$ cat src/rtl/stopwatch_pkg.sv
// Shared types and helpers for the BCD stopwatch/countdown timer.
// Latency: n/a (types, constants and a combinational helper only).
// Backpressure: n/a.
package stopwatch_pkg;

  typedef enum logic {MODE_UP = 1'b0, MODE_DOWN = 1'b1} mode_t;
  typedef enum logic {RANGE_SS_CS = 1'b0, RANGE_MM_SS = 1'b1} range_t;
  typedef logic [3:0] bcd_t;

  localparam int CS_PER_SEC = 100;

  // Two-digit BCD value limited to 59; any invalid BCD digit also maps to 59.
  function automatic logic [7:0] bcd_clamp59(input logic [7:0] v);
    if (v[7:4] > 4'd5 || v[3:0] > 4'd9) begin
      return 8'h59;
    end
    return v;
  endfunction

endpackage

$ cat src/rtl/bcd_mod_counter.sv
// Two-digit BCD modulo counter (MOD 60 or 100) with synchronous clear/load and up/down step.
// Latency: value updates on the edge after an enable; carry/borrow are combinational.
// Backpressure: none; one step per enabled cycle.
// Ports:
//   clk, rst     clock, synchronous active-high reset
//   clr          zero the count (priority over ld and steps)
//   ld, ld_val   load a two-digit BCD value
//   up_en, dn_en step up / down (up wins if both)
//   value        current count {tens, units}
//   carry        up step wrapping MOD-1 -> 0 this cycle
//   borrow       down step wrapping 0 -> MOD-1 this cycle
module bcd_mod_counter #(
  parameter int MOD = 60
) (
  input  logic       clk,
  input  logic       rst,
  input  logic       clr,
  input  logic       ld,
  input  logic [7:0] ld_val,
  input  logic       up_en,
  input  logic       dn_en,
  output logic [7:0] value,
  output logic       carry,
  output logic       borrow
);
  import stopwatch_pkg::*;

  localparam bcd_t TOP_HI = bcd_t'((MOD - 1) / 10);
  localparam bcd_t TOP_LO = bcd_t'((MOD - 1) % 10);

  bcd_t hi;
  bcd_t lo;
  logic at_top;
  logic at_zero;

  assign value   = {hi, lo};
  assign at_top  = (hi == TOP_HI) && (lo == TOP_LO);
  assign at_zero = (hi == 4'd0) && (lo == 4'd0);
  assign carry   = up_en && at_top;
  assign borrow  = dn_en && !up_en && at_zero;

  always_ff @(posedge clk) begin
    if (rst || clr) begin
      hi <= 4'd0;
      lo <= 4'd0;
    end else if (ld) begin
      hi <= ld_val[7:4];
      lo <= ld_val[3:0];
    end else if (up_en) begin
      if (at_top) begin
        hi <= 4'd0;
        lo <= 4'd0;
      end else if (lo == 4'd9) begin
        hi <= hi + 4'd1;
        lo <= 4'd0;
      end else begin
        lo <= lo + 4'd1;
      end
    end else if (dn_en) begin
      if (at_zero) begin
        hi <= TOP_HI;
        lo <= TOP_LO;
      end else if (lo == 4'd0) begin
        hi <= hi - 4'd1;
        lo <= 4'd9;
      end else begin
        lo <= lo - 4'd1;
      end
    end
  end

endmodule

$ cat src/rtl/stopwatch_timer.sv
// BCD stopwatch / countdown timer with centisecond resolution and auto-ranging 4-digit display.
// Latency: running follows start_stop by 1 cycle; hex/range lag the internal time by 1 cycle.
// Backpressure: none; single-cycle control pulses accepted every cycle.
// Optional feature: define STOPWATCH_LAP_EN for lap freeze of the display.
// Ports:
//   clk, rst            clock, synchronous active-high reset
//   mode                0 = up, 1 = countdown (latched on clear, load, and start)
//   start_stop          toggle running
//   clear               zero time, stop, clear flags (and release lap)
//   load, load_mm/ss    load countdown preset MM:SS (stopped, mode=1 only)
//   lap                 lap freeze / refresh / release
//   hex[3:0]            display digits, hex[3] leftmost
//   range               0 = SS.cc, 1 = MM:SS
//   running, alarm, overflow, lap_active  status
module stopwatch_timer #(
  parameter int CLK_HZ = 50_000_000
) (
  input  logic            clk,
  input  logic            rst,
  input  logic            mode,
  input  logic            start_stop,
  input  logic            clear,
  input  logic            load,
  input  logic [7:0]      load_mm,
  input  logic [7:0]      load_ss,
  input  logic            lap,
  output logic [3:0][3:0] hex,
  output logic            range,
  output logic            running,
  output logic            alarm,
  output logic            overflow,
  output logic            lap_active
);
  import stopwatch_pkg::*;

  localparam int DIV = CLK_HZ / CS_PER_SEC;
  localparam int PW  = (DIV > 1) ? $clog2(DIV) : 1;

  logic [PW-1:0] presc;
  logic [7:0]    cs;
  logic [7:0]    sec;
  logic [7:0]    min;
  mode_t         mode_in;
  mode_t         mode_q;
  logic          tick;
  logic          at_max;
  logic          time_zero;
  logic          time_one;
  logic          load_ok;
  logic          cs_up;
  logic          cs_dn;
  logic          cs_carry;
  logic          cs_borrow;
  logic          sec_carry;
  logic          sec_borrow;
  logic          unused_min_carry;
  logic          unused_min_borrow;
  logic          range_sticky;
  range_t        range_live;
  range_t        range_q;
  logic [15:0]   disp_live;
  logic [15:0]   hex_live_q;

  assign mode_in   = mode_t'(mode);
  assign tick      = running && (presc == PW'(DIV - 1));
  assign at_max    = (min == 8'h59) && (sec == 8'h59) && (cs == 8'h99);
  assign time_zero = (min == 8'h00) && (sec == 8'h00) && (cs == 8'h00);
  assign time_one  = (min == 8'h00) && (sec == 8'h00) && (cs == 8'h01);
  assign load_ok   = load && !running && (mode_in == MODE_DOWN);

  // A saturating up tick and a tick at zero leave the time untouched.
  assign cs_up = tick && (mode_q == MODE_UP) && !at_max;
  assign cs_dn = tick && (mode_q == MODE_DOWN) && !time_zero;

  bcd_mod_counter #(.MOD(CS_PER_SEC)) u_cs (
    .clk(clk), .rst(rst), .clr(clear), .ld(load_ok), .ld_val(8'h00),
    .up_en(cs_up), .dn_en(cs_dn), .value(cs), .carry(cs_carry), .borrow(cs_borrow)
  );

  bcd_mod_counter #(.MOD(60)) u_sec (
    .clk(clk), .rst(rst), .clr(clear), .ld(load_ok), .ld_val(bcd_clamp59(load_ss)),
    .up_en(cs_carry), .dn_en(cs_borrow), .value(sec), .carry(sec_carry), .borrow(sec_borrow)
  );

  bcd_mod_counter #(.MOD(60)) u_min (
    .clk(clk), .rst(rst), .clr(clear), .ld(load_ok), .ld_val(bcd_clamp59(load_mm)),
    .up_en(sec_carry), .dn_en(sec_borrow), .value(min),
    .carry(unused_min_carry), .borrow(unused_min_borrow)
  );

  always_ff @(posedge clk) begin
    if (rst) begin
      running      <= 1'b0;
      alarm        <= 1'b0;
      overflow     <= 1'b0;
      presc        <= '0;
      mode_q       <= MODE_UP;
      range_sticky <= 1'b0;
    end else if (clear) begin
      running      <= 1'b0;
      alarm        <= 1'b0;
      overflow     <= 1'b0;
      presc        <= '0;
      mode_q       <= mode_in;
      range_sticky <= 1'b0;
    end else begin
      // Prescaler holds while stopped so a resume continues the partial tick.
      if (running) begin
        presc <= tick ? '0 : presc + PW'(1);
      end
      if ((mode_q == MODE_UP) && (min != 8'h00)) begin
        range_sticky <= 1'b1;
      end
      if (tick && (mode_q == MODE_UP) && at_max) begin
        running  <= 1'b0;
        overflow <= 1'b1;
      end
      if (tick && (mode_q == MODE_DOWN) && time_one) begin
        running <= 1'b0;
        alarm   <= 1'b1;
      end
      if (load_ok) begin
        presc  <= '0;
        alarm  <= 1'b0;
        mode_q <= mode_in;
      end else if (start_stop) begin
        if (running) begin
          running <= 1'b0;
        end else if (!overflow && !((mode_in == MODE_DOWN) && time_zero)) begin
          running <= 1'b1;
          mode_q  <= mode_in;
        end
      end
    end
  end

  // Up mode keeps MM:SS once a minute has elapsed; countdown drops back to
  // SS.cc for the final minute.
  always_comb begin
    range_live = RANGE_SS_CS;
    if (mode_q == MODE_DOWN) begin
      if (min != 8'h00) range_live = RANGE_MM_SS;
    end else begin
      if (range_sticky || (min != 8'h00)) range_live = RANGE_MM_SS;
    end
    disp_live = (range_live == RANGE_MM_SS) ? {min, sec} : {sec, cs};
  end

  always_ff @(posedge clk) begin
    if (rst) begin
      hex_live_q <= 16'h0000;
      range_q    <= RANGE_SS_CS;
    end else begin
      hex_live_q <= disp_live;
      range_q    <= range_live;
    end
  end

`ifdef STOPWATCH_LAP_EN
  logic [15:0] snap_hex;
  range_t      snap_range;
  logic        lap_q;

  always_ff @(posedge clk) begin
    if (rst || clear) begin
      lap_q      <= 1'b0;
      snap_hex   <= 16'h0000;
      snap_range <= RANGE_SS_CS;
    end else if (lap && !load_ok && !start_stop) begin
      if (running) begin
        snap_hex   <= hex_live_q;
        snap_range <= range_q;
        lap_q      <= 1'b1;
      end else begin
        lap_q <= 1'b0;
      end
    end
  end

  assign hex        = lap_q ? snap_hex : hex_live_q;
  assign range      = lap_q ? (snap_range == RANGE_MM_SS) : (range_q == RANGE_MM_SS);
  assign lap_active = lap_q;
`else
  logic unused_lap;
  assign unused_lap = lap;
  assign hex        = hex_live_q;
  assign range      = (range_q == RANGE_MM_SS);
  assign lap_active = 1'b0;
`endif

endmodule

$ cat config.mk
export PLATFORM = sky130hd
export DESIGN_NAME = stopwatch_timer
export DESIGN_NICKNAME = d
export VERILOG_FILES = /design/src/rtl/stopwatch_pkg.sv /design/src/rtl/bcd_mod_counter.sv /design/src/rtl/stopwatch_timer.sv
export SDC_FILE = /design/constraint.sdc
export NUM_CORES = 1
export LEC_CHECK = 0
export CAP_MARGIN = 0
export CORE_AREA = 2 2 82 84
export CTS_BUF_LIST = sky130_fd_sc_hd__clkbuf_4 sky130_fd_sc_hd__clkbuf_8
export CTS_CLUSTER_DIAMETER = 100
export DETAILED_ROUTE_END_ITERATION = 10
export DIE_AREA = 0 0 84 86
export DONT_BUFFER_PORTS = 1
export HOLD_SLACK_MARGIN = 0.1
export PLACE_DENSITY = 0.81
export SLEW_MARGIN = 5
export SYNTH_ARGS = -nofsm -noshare
export SYNTH_HDL_FRONTEND = slang
export SYNTH_SLANG_ARGS = --single-unit
$ cat constraint.sdc
create_clock -name clk -period 3.7 [get_ports clk]
set_input_delay 0.74 -clock clk [delete_from_list [all_inputs] [get_ports clk]]
set_output_delay 0.74 -clock clk [all_outputs]
set_load 0.01 [all_outputs]
==> results by group <==
Outcome
  • Outcome: completed

Detailed routing
  • Met3 wire len: 629 um
  • Post-route ant nets: 0
  • First DRT Iteration DRCs: 292
  • DRC viols: 0
  • Total number of vias: 3830
  • DRT Pass-1 Iters: 5
  • Via/cell ratio: 6.503
  • DR WL met2: 4801 um
  • Top sig layer: met4
  • WL/cell: 16.94 um
  • Met1 Wirelength: 4345 um
  • Drt total wl: 9975 um

STA
  • Worst-margin pin slew: 0.9773 ns
  • Max-slew violation count: 0
  • Tcrit/Tclk final: 83.83%
  • Fin worst setup slack: 0.5984 ns
  • Post-layout minimum cycle time: 3.102 ns
  • Setup TNS: 0 ns
  • Unrepaired setup endpoints after global routing: false
  • Hold Vio Cnt, Final: 0
  • Setup violators final: 0
  • Max Clk Rate: 0.3224 GHz
  • Worst slew margin: 34.61%
  • Setup Skew: 0.009020 ns

Clocking
  • PostCTS Resize Cnt: 0
  • Hold_buf cts: 0
  • CTS tree: built
  • Setup bufs post-CTS: 0
  • Htree depth: 3
  • Clock Path Buffers: 2
  • Clk Tree Root Cell: clkbuf_8
  • Later-pin clock latency in the skew report: 0.35 ns
  • Number of CTS-inserted buffers: 9
  • Sink Count: 65
  • Clock Pin Slew Worst Setup and Hold Paths: 0.07 ns

Placement
  • Pre-CTS setup slack: 0.6145 ns
  • Post-placement cell count: 575
  • Port Buffers: 0
  • GP Congestion: 0.8846
  • DPL Wire Length: 7143 um
  • Placed cell areas: 0.004074 mm2

Finish
  • Leading cell types in the layout, fill and taps excluded: nor2_1, dfxtp_1, nand2_1
  • Finished Layout Cells: 589
  • Antenna diodes: 0
  • Most common cell after layout, fill and taps aside: nor2_1
  • Fin util: 68.35%
  • Layout filler cell count: 503
  • Fin nets: 552
  • Layout cell share with drive strength beyond 1: 7.617%
  • Fin area: 0.004290 mm2
  • Area growth syn-to-layout: 5.573%

Logic synthesis
  • Area of the mapped netlist: 0.004064 mm2
  • Post-synthesis sequential area ratio: 32.02%
  • Synth Area in Adders: 6.158%
  • Yosys Warn Count: 0
  • Compound-Gate Fraction of Synth Area: 18.81%
  • Largest family of logic cells by synthesized area: simple AND/OR/NAND/NOR gates
  • Number of distinct library cells after synthesis: 68
  • Fraction of registers with async set/reset: 0%
  • EDFF count, synth: 0
  • Post-Synth XOR/XNOR Area: 4.310%
  • Multiplexer area fraction after synthesis: 2.833%
  • Ys flop type: dfxtp_1
  • Cells after synthesis: 522
  • Mean Syn Cell Area: 7.785 um2
  • Yosys reg bits: 65
  • Simple-gate share of the synthesized area: 31.34%
  • Post-Syn Nets: 565

Pwr
  • NetSw: 394.8 uW
  • P_leak: 0.001512 uW
  • Internal Power: 1175 uW
  • Sw Ratio: 25.16%
  • Comb power frac: 9.9%
  • PD cells: 365.8 mW/mm2
  • Clock Power Share: 43.1%
  • Worst vdd ir: 0.3485 mV
  • Flop pwr share: 47.0%

Die
  • Core Area: 0.006277 mm2
  • Boundary pin count: 44
  • Die height: 86 um
  • Die width: 84 um
  • Initial core utilization: 64.74%
  • Die area: 0.007224 mm2
  • Row Count: 29

Global routing
  • Vias in the first global route: 3561
  • First-pass GRT wire length: 16840 um
  • GRT overflow: 0
  • Antenna violations before repair: 0
  • Tot GR Track Use: 28.81%
  • Largest net degree at the start of global routing: 21

Run
  • MaxCap Viol Count: 0

Setup path
  • Critical path arrival: 3.36 ns
  • Worst Path Required: 3.96 ns
  • Reg2reg setup slack: 0.60 ns
  • Critical Path Sink Type: flop
  • Setup CP Type: reg2reg
  • Crit-path cells: or4b_1 -> or4_4 -> or2_4 -> nor4_4 -> mux4_2 -> o31ai_1
  • CP max FO: 12
  • Critical path launch point type: flop
  • Slowest stage delay, CP: 0.56 ns
  • Worst path slowest cell: or4b_1

Worst hold path
  • Min-Delay Path Class: in2reg
[flip-flops by register name (all words and copies together) (netlist names)]
name / cells
range_sticky: 1
u_sec.hi: 4
u_cs.lo: 4
alarm: 1
running: 1
u_cs.hi: 4
hex: 16
u_min.lo: 4
presc: 19
range: 1
overflow: 1
mode_q: 1
u_min.hi: 4
u_sec.lo: 4
[power by group through the flow]
stage | clock (uW) | sequential, uW | combinational (uW)
2_1_floorplan | 0 | 739 | 130
3_3_place_gp | 0 | 753 | 145
3_5_place_dp | 0 | 754 | 150
4_1_cts | 684 | 738 | 151
5_1_grt | 713 | 740 | 171
6_report | 676 | 738 | 155
[logic make-up (layout without fill, tap and decap cells)]
family	Yosys count	in the layout
DFF	65	65
xor gates and xnor gates	20	20
AOI/OAI and AO/OA	119	119
other	1	1
buffers and inverters	44	34
and+or+nand+nor	243	243
adders and majority gates	20	20
muxes	10	10
[per-stage QoR]
stage,hold slack (ns),power [uW]
final,0.4557,1570
after global routing,0.4347,1624
after CTS,0.4408,1573
after detailed placement,0.4907,903.5
after global placement,0.4730,898.6
after floorplan,0.4595,869.7
[final cells by class]
class	count	area (um2)	area share, %
multi-input cells	413	2582	60.19
clock buffers	11	151.4	3.529
repair buffers	5	37.54	0.8749
clock inverters	3	65.06	1.516
inverters	15	56.30	1.312
well taps	77	96.34	2.246
flip-flops and latches	65	1301	30.33
[cells in the mapped netlist (7+ instances only)]
master	number	area, um2
ha_1	20	250.2
clkbuf_1	23	86.33
and3_1	7	43.79
nand3_1	22	110.1
mux2i_1	7	70.07
nor3b_1	9	67.56
nor3_1	13	65.06
a211oi_1	10	75.07
inv_1	14	52.55
o21ai_0	19	95.09
xnor2_1	7	61.31
xor2_1	13	113.9
or3_1	7	43.79
a21oi_1	45	225.2
nor2_1	73	274.0
dfxtp_1	65	1301
nand2_1	58	217.7
[metal layers]
layer  vias to the layer above  track usage, %
li1                       1840               -
met3                        20           6.737
met2                       169           48.44
met4                         0           10.56
met1                      1801           36.31
met5                         -               0
[path summary, 6_finish.rpt]
check            start          end  cells after the start
max          presc[10]  u_min.lo[2]                      6
min                rst       hex[7]                      1
max reg2reg  presc[10]  u_min.lo[2]                      6
min reg2reg   presc[1]     presc[1]                      2
[worst max-delay path: cells and delay by family, from the launching register on]
| family | cells | cell delay [ns] |
|---|---|---|
| compound gates | 1 | 0.23 |
| simple gates | 4 | 1.89 |
| flops | 1 | 0.34 |
| mux | 1 | 0.55 |
Power figures use the tool's default switching activity.
